===== src/rtl/obco_ser_pkg.sv =====
// Shared types and constants for the OBCO framed serial transmitter.
package obco_ser_pkg;

  typedef enum logic [2:0] {
    StIdle,
    StStart,
    StData,
    StPar,
    StStop
  } state_e;

  localparam int unsigned PAR_NONE = 0;
  localparam int unsigned PAR_EVEN = 1;
  localparam int unsigned PAR_ODD  = 2;

  // Bits on the line for one frame: start + data + optional parity + stop.
  function automatic int unsigned frame_bits(input int unsigned data_w,
                                             input int unsigned parity,
                                             input int unsigned stop_bits);
    return 1 + data_w + ((parity != PAR_NONE) ? 1 : 0) + stop_bits;
  endfunction

endpackage


===== src/rtl/obco_bit_timer.sv =====
// Bit-period timer: latches the divider on load and ticks on the last cycle of each bit.
module obco_bit_timer #(
  parameter int unsigned DIV_W = 16
) (
  input  logic             CLK,
  input  logic             RSTN,
  input  logic             load,
  input  logic [DIV_W-1:0] div,
  output logic             tick
);

  logic [DIV_W-1:0] div_q;
  logic [DIV_W-1:0] cnt_q;

  assign tick = (cnt_q == div_q);

  always_ff @(posedge CLK or negedge RSTN) begin
    if (!RSTN) begin
      div_q <= '0;
      cnt_q <= '0;
    end else if (load) begin
      div_q <= div;
      cnt_q <= '0;
    end else if (tick) begin
      cnt_q <= '0;
    end else begin
      cnt_q <= cnt_q + DIV_W'(1);
    end
  end

endmodule


===== src/rtl/obco_ser_tx.sv =====
// Framed parallel-to-serial transmitter feeding OBCO.I from a flop-driven SO line.
module obco_ser_tx
  import obco_ser_pkg::*;
#(
  parameter int unsigned DATA_W    = 8,
  parameter int unsigned DIV_W     = 16,
  parameter int unsigned PARITY    = 0,
  parameter int unsigned STOP_BITS = 1
) (
  input  logic              CLK,
  input  logic              RSTN,
  input  logic [DIV_W-1:0]  DIV,
  input  logic [DATA_W-1:0] TDATA,
  input  logic              TVALID,
  output logic              TREADY,
  output logic              SO,
  output logic              BUSY
);

  if (PARITY > PAR_ODD) begin : g_bad_parity
    $error("obco_ser_tx: PARITY must be 0, 1 or 2");
  end
  if (STOP_BITS < 1 || STOP_BITS > 2) begin : g_bad_stop
    $error("obco_ser_tx: STOP_BITS must be 1 or 2");
  end
  if (DATA_W < 5 || DATA_W > 9) begin : g_bad_data_w
    $error("obco_ser_tx: DATA_W must be 5..9");
  end

  localparam int unsigned CntW = $clog2(DATA_W);

  state_e            state_q;
  logic [DATA_W-1:0] shreg_q;
  logic [CntW-1:0]   bit_cnt_q;
  logic              stop_cnt_q;
  logic              par_q;
  logic              so_q;
  logic              accept;
  logic              tick;

  assign accept = TVALID && (state_q == StIdle);
  // Gated by RSTN so the block never advertises readiness while held in reset.
  assign TREADY = (state_q == StIdle) && RSTN;
  assign BUSY   = (state_q != StIdle);
  assign SO     = so_q;

  obco_bit_timer #(
    .DIV_W(DIV_W)
  ) u_bit_timer (
    .CLK (CLK),
    .RSTN(RSTN),
    .load(accept),
    .div (DIV),
    .tick(tick)
  );

  // so_q is loaded with the level of the state being entered, keeping SO purely registered.
  always_ff @(posedge CLK or negedge RSTN) begin
    if (!RSTN) begin
      state_q    <= StIdle;
      shreg_q    <= '0;
      bit_cnt_q  <= '0;
      stop_cnt_q <= 1'b0;
      par_q      <= 1'b0;
      so_q       <= 1'b1;
    end else begin
      unique case (state_q)
        StIdle: begin
          if (TVALID) begin
            shreg_q    <= TDATA;
            par_q      <= (PARITY == PAR_ODD) ? ~(^TDATA) : ^TDATA;
            bit_cnt_q  <= '0;
            stop_cnt_q <= 1'b0;
            state_q    <= StStart;
            so_q       <= 1'b0;
          end
        end
        StStart: begin
          if (tick) begin
            state_q <= StData;
            so_q    <= shreg_q[0];
          end
        end
        StData: begin
          if (tick) begin
            if (bit_cnt_q == CntW'(DATA_W - 1)) begin
              if (PARITY != PAR_NONE) begin
                state_q <= StPar;
                so_q    <= par_q;
              end else begin
                state_q <= StStop;
                so_q    <= 1'b1;
              end
            end else begin
              bit_cnt_q <= bit_cnt_q + CntW'(1);
              shreg_q   <= shreg_q >> 1;
              so_q      <= shreg_q[1];
            end
          end
        end
        StPar: begin
          if (tick) begin
            state_q <= StStop;
            so_q    <= 1'b1;
          end
        end
        StStop: begin
          if (tick) begin
            if (stop_cnt_q == 1'(STOP_BITS - 1)) begin
              state_q <= StIdle;
            end else begin
              stop_cnt_q <= 1'b1;
            end
            so_q <= 1'b1;
          end
        end
        default: begin
          state_q <= StIdle;
          so_q    <= 1'b1;
        end
      endcase
    end
  end

endmodule


===== config.mk =====
export PLATFORM = sky130hd
export DESIGN_NAME = obco_ser_tx
export DESIGN_NICKNAME = d
export VERILOG_FILES = /design/src/rtl/obco_ser_pkg.sv /design/src/rtl/obco_bit_timer.sv /design/src/rtl/obco_ser_tx.sv
export SDC_FILE = /design/constraint.sdc
export NUM_CORES = 1
export LEC_CHECK = 0
export ABC_AREA = 0
export CORE_MARGIN = 8
export CORE_UTILIZATION = 54
export CTS_CLUSTER_DIAMETER = 100
export DETAILED_ROUTE_END_ITERATION = 10
export PLACE_DENSITY = 0.82
export SLEW_MARGIN = 20
export SYNTH_ARGS = -nofsm -noshare
export SYNTH_HDL_FRONTEND = slang
export SYNTH_SLANG_ARGS = --single-unit

===== constraint.sdc =====
create_clock -name CLK -period 2.5 [get_ports CLK]
set_input_delay 0.5 -clock CLK [delete_from_list [all_inputs] [get_ports CLK]]
set_output_delay 0.5 -clock CLK [all_outputs]
set_load 0.01 [all_outputs]

==> qor_table.md <==
| Metric | Value | Unit |
|:---|:---|:---|
| Placed wire-length estimate | 3364 | um |
| Placeable core region | 0.004029 | mm^2 |
| Number of global-route vias before repair | 1649 | - |
| P_sw | 624.0 | uW |
| Simple logic cell fraction of the synthesized area | 14.11 | % |
| Cts bufs inserted | 5 | - |
| First-pass GRT wire length | 7617 | um |
| Capture point of the worst reg-to-reg path | u_bit_timer.cnt_q[6]$_DFF_PN0_ | - |
| Number of synthesized flops with an enable pin | 0 | - |
| Net switching fraction of the power | 28.93 | % |
| Instance count of the mapped netlist | 197 | - |
| Cell Int Power | 1.533 | mW |
| Number of pins exceeding their max-slew limit in the final report | 0 | - |
| Sort of element at the end of the critical path | output port | - |
| Worst setup slack for register-to-register paths | 390 | ps |
| Clock tree from TritonCTS | yes | - |
| Worst Skew | 10.33 | ps |
| Average footprint of a synthesized cell | 11.61 | um^2 |
| Standard-cell row count | 23 | - |
| Synth warnings | 0 | - |
| Most area-hungry cell type in the Yosys netlist | dfrtp_1 | - |
| Area of the mapped netlist | 0.002287 | mm^2 |
| Last weighted congestion value of the routability-driven placer | 0.8043 | - |
| I/O Buffers | 29 | - |
| Share of flip-flops with an asynchronous set or reset after synthesis | 100.0 | % |
| Beginning of the worst register-to-register path | u_bit_timer.cnt_q[12]$_DFF_PN0_ | - |
| Worst VDD drop | 0.4538 | mV |
| Status | completed | - |
| Post-CTS Setup Inserts | 0 | - |
| Post-synthesis cell type count | 33 | - |
| Unrepaired setup endpoints after global routing | false | - |
| Clock net sink count | 47 | - |
| Die Span X | 81.08 | um |
| Vias per cell | 5.564 | - |
| I/O pin count | 30 | - |
| Maximum number of pins on one net before global-route repair | 48 | - |
| Gr usage total | 14.92 | % |
| Crit path from | state_q[0]$_DFFE_PN0P_ | - |
| Effective utilization at floorplan | 56.77 | % |
| Largest buffer count on any clock path | 2 | - |
| Xor/xnor share of the synthesized area | 11.49 | % |
| Area growth from synthesis to layout | 19.75 | % |
| Worst setup path endpoint | TREADY | - |
| Share of final-layout standard cells stronger than drive strength 1 | 21.30 | % |
| Starting DRT DRC Count | 91 | - |
| Maximum fanout count along the critical path | 9 | - |
| Final Hold Viols | 0 | - |
| F_max | 426.8 | MHz |
| Required time worst endpoint | 2000 | ps |
| Total of fill cells in the finished design | 329 | - |
| Headroom to the max-slew limit | 61.99 | % |
| Antenna cells | 0 | - |
| Cts-stage hold buffer count | 0 | - |
| Root Buffer Master | clkbuf_8 | - |
| Worst Tran Pin Value | 570.2 | ps |
| Share of cell area taken by muxes after synthesis | 16.08 | % |
| Final period demand of the worst path | 2343 | ps |
| Arrival time at the worst endpoint | 1840 | ps |
| Synth Area in Adders | 1.641 | % |
| Dominant combinational cell family by area after synthesis | multiplexers | - |
| Post-synthesis sequential element count | 47 | - |
| Average wire per standard cell | 16.01 | um |
| Fraction of synthesized cell area taken by the top area cell type | 50.33 | % |
| Standby leakage power | 1.209 | nW |
| Post-DRT Antenna Nets | 0 | - |
| Combinational fraction of design power | 22.3 | % |
| Worst min path class | in2async | - |
| Antenna violations before repair | 0 | - |
| Die boundary height | 81.08 | um |
| Final TNS setup | 0 | ps |
| Net total in the final layout | 259 | - |
| Final Cycle Share | 93.71 | % |
| Insertion delay to the later sink of the worst-skew pair | 300 | ps |
| Share of synthesized area occupied by flip-flops and latches | 51.48 | % |
| Endpoints failing setup | 0 | - |
| Total power | 2.157 | mW |
| Ranking of synthesized cells by area | dfrtp_1 (50%), mux2_2 (15%), xor2_1 (9.2%) | - |
| First-pass iteration count of the detailed router | 5 | - |
| DRC viols | 0 | - |
| H-tree levels | 2 | - |
| R2R cell count | 6 | - |
| Post-synthesis compound-gate area fraction | 3.009 | % |
| Clock input transition at the sequential cells of the worst setup and hold paths | 90 | ps |
| Power Density | 787.6 | mW/mm^2 |
| Type of the worst setup path | reg2out | - |
| Max Cap Viol | 0 | - |
| Total congestion overflow after global routing | 0 | - |
| Reg power frac | 51.6 | % |
| Clock share of power | 26.2 | % |
| Highest-count cells in the layout ignoring fill and taps | dfrtp_1 (46), mux2_2 (30), clkdlybuf4s50_1 (28) | - |
| DR vias | 1558 | - |
| Routed WL | 4482 | um |
| Count of instances resized after the clock tree is built | 0 | - |
| Kind of start point of the critical path | flip-flop | - |
| Overall die area | 0.006574 | mm^2 |
| Net count of the mapped netlist | 227 | - |
| Most common library cell in the layout ignoring fill and taps | dfrtp_1 | - |
| Dominant synthesized flop cell | dfrtp_1 | - |
## cell type report
class	instances	area [um^2]	share of cell area, %
flip-flops and latches	47	1177	42.99
multi-input cells	140	1060	38.69
repair buffers	33	315.3	11.51
clock buffers	5	68.82	2.513
well taps	50	62.56	2.284
clock inverters	3	47.55	1.736
inverters	2	7.507	0.2741
## stage by stage
step | setup WS (ps) | std cells | hold slack, ps | instance area (um^2) | utilization (%)
finish | 157.2 | 280 | 332.1 | 2739 | 67.98
global route | 36.50 | 280 | 380.7 | 2739 | 67.98
global placement | 408.9 | 272 | 472.4 | 2623 | 65.09
CTS | 142.1 | 280 | 350.3 | 2739 | 67.98
floorplan | 650.6 | 197 | 204.4 | 2287 | -
detailed placement | 389.9 | 272 | 492.0 | 2623 | 65.09
## synth_stat cells, types with 3 or more instances
cell	number
dfrtp_1	46
mux2_2	30
xor2_1	24
nor2_1	20
nand2_1	12
nor3_1	7
nand3_1	6
nor4_1	6
xnor2_1	6
buf_2	4
clkbuf_1	3
ha_1	3
mux2i_1	3
nand4_1	3
## metal layers
metal / wire, um / GRT usage, % / vias to the layer above / share of wire (%)
met3: 218 / 4.084 / 8 / 4.9
met5: 0 / 0 / - / 0
li1: - / - / 747 / -
met4: 53 / 6.429 / 0 / 1.2
met2: 2247 / 22.94 / 47 / 50
met1: 1963 / 19.34 / 756 / 44
## worst min-delay path by stage
stage	slack (ps)	start	cells after the start	to
after floorplan	200	RSTN	0	bit_cnt_q[0]$_DFFE_PN0P_
after global placement	470	bit_cnt_q[0]$_DFFE_PN0P_	1	bit_cnt_q[0]$_DFFE_PN0P_
after detailed placement	490	SO$_DFFE_PN1P_	2	SO$_DFFE_PN1P_
after CTS	350	RSTN	2	u_bit_timer.cnt_q[4]$_DFF_PN0_
after global routing	380	RSTN	2	u_bit_timer.div_q[7]$_DFFE_PN0P_
final	330	RSTN	2	u_bit_timer.div_q[7]$_DFFE_PN0P_
## power groups by stage
stage | Combinational [mW] | Sequential [mW] | Clock (mW)
3_3_place_gp | 0.470 | 1.12 | 0
3_5_place_dp | 0.479 | 1.13 | 0
2_1_floorplan | 0.336 | 1.08 | 0
4_1_cts | 0.485 | 1.11 | 0.580
5_1_grt | 0.534 | 1.14 | 0.605
6_report | 0.480 | 1.11 | 0.564
## worst max-delay path, stage by stage, from the launching register on
cell and delay, ps:
dfrtp_1 480, nor3_1 360, and2_1 180, clkdlybuf4s50_1 530
## state kept, by name, summed over array words and instances (netlist names)
register	count
u_bit_timer.div_q	16
state_q	3
shreg_q	8
bit_cnt_q	3
u_bit_timer.cnt_q	16
SO	1
## cells by family (layout without fill, tap and decap cells)
kind of cell | Yosys count | in the layout
compound gates | 9 | 9
xor+xnor | 30 | 30
fa+ha+maj | 3 | 3
buf+inv | 10 | 43
flops | 47 | 47
mux | 33 | 33
simple gates | 65 | 65
Power figures use the tool's default switching activity.
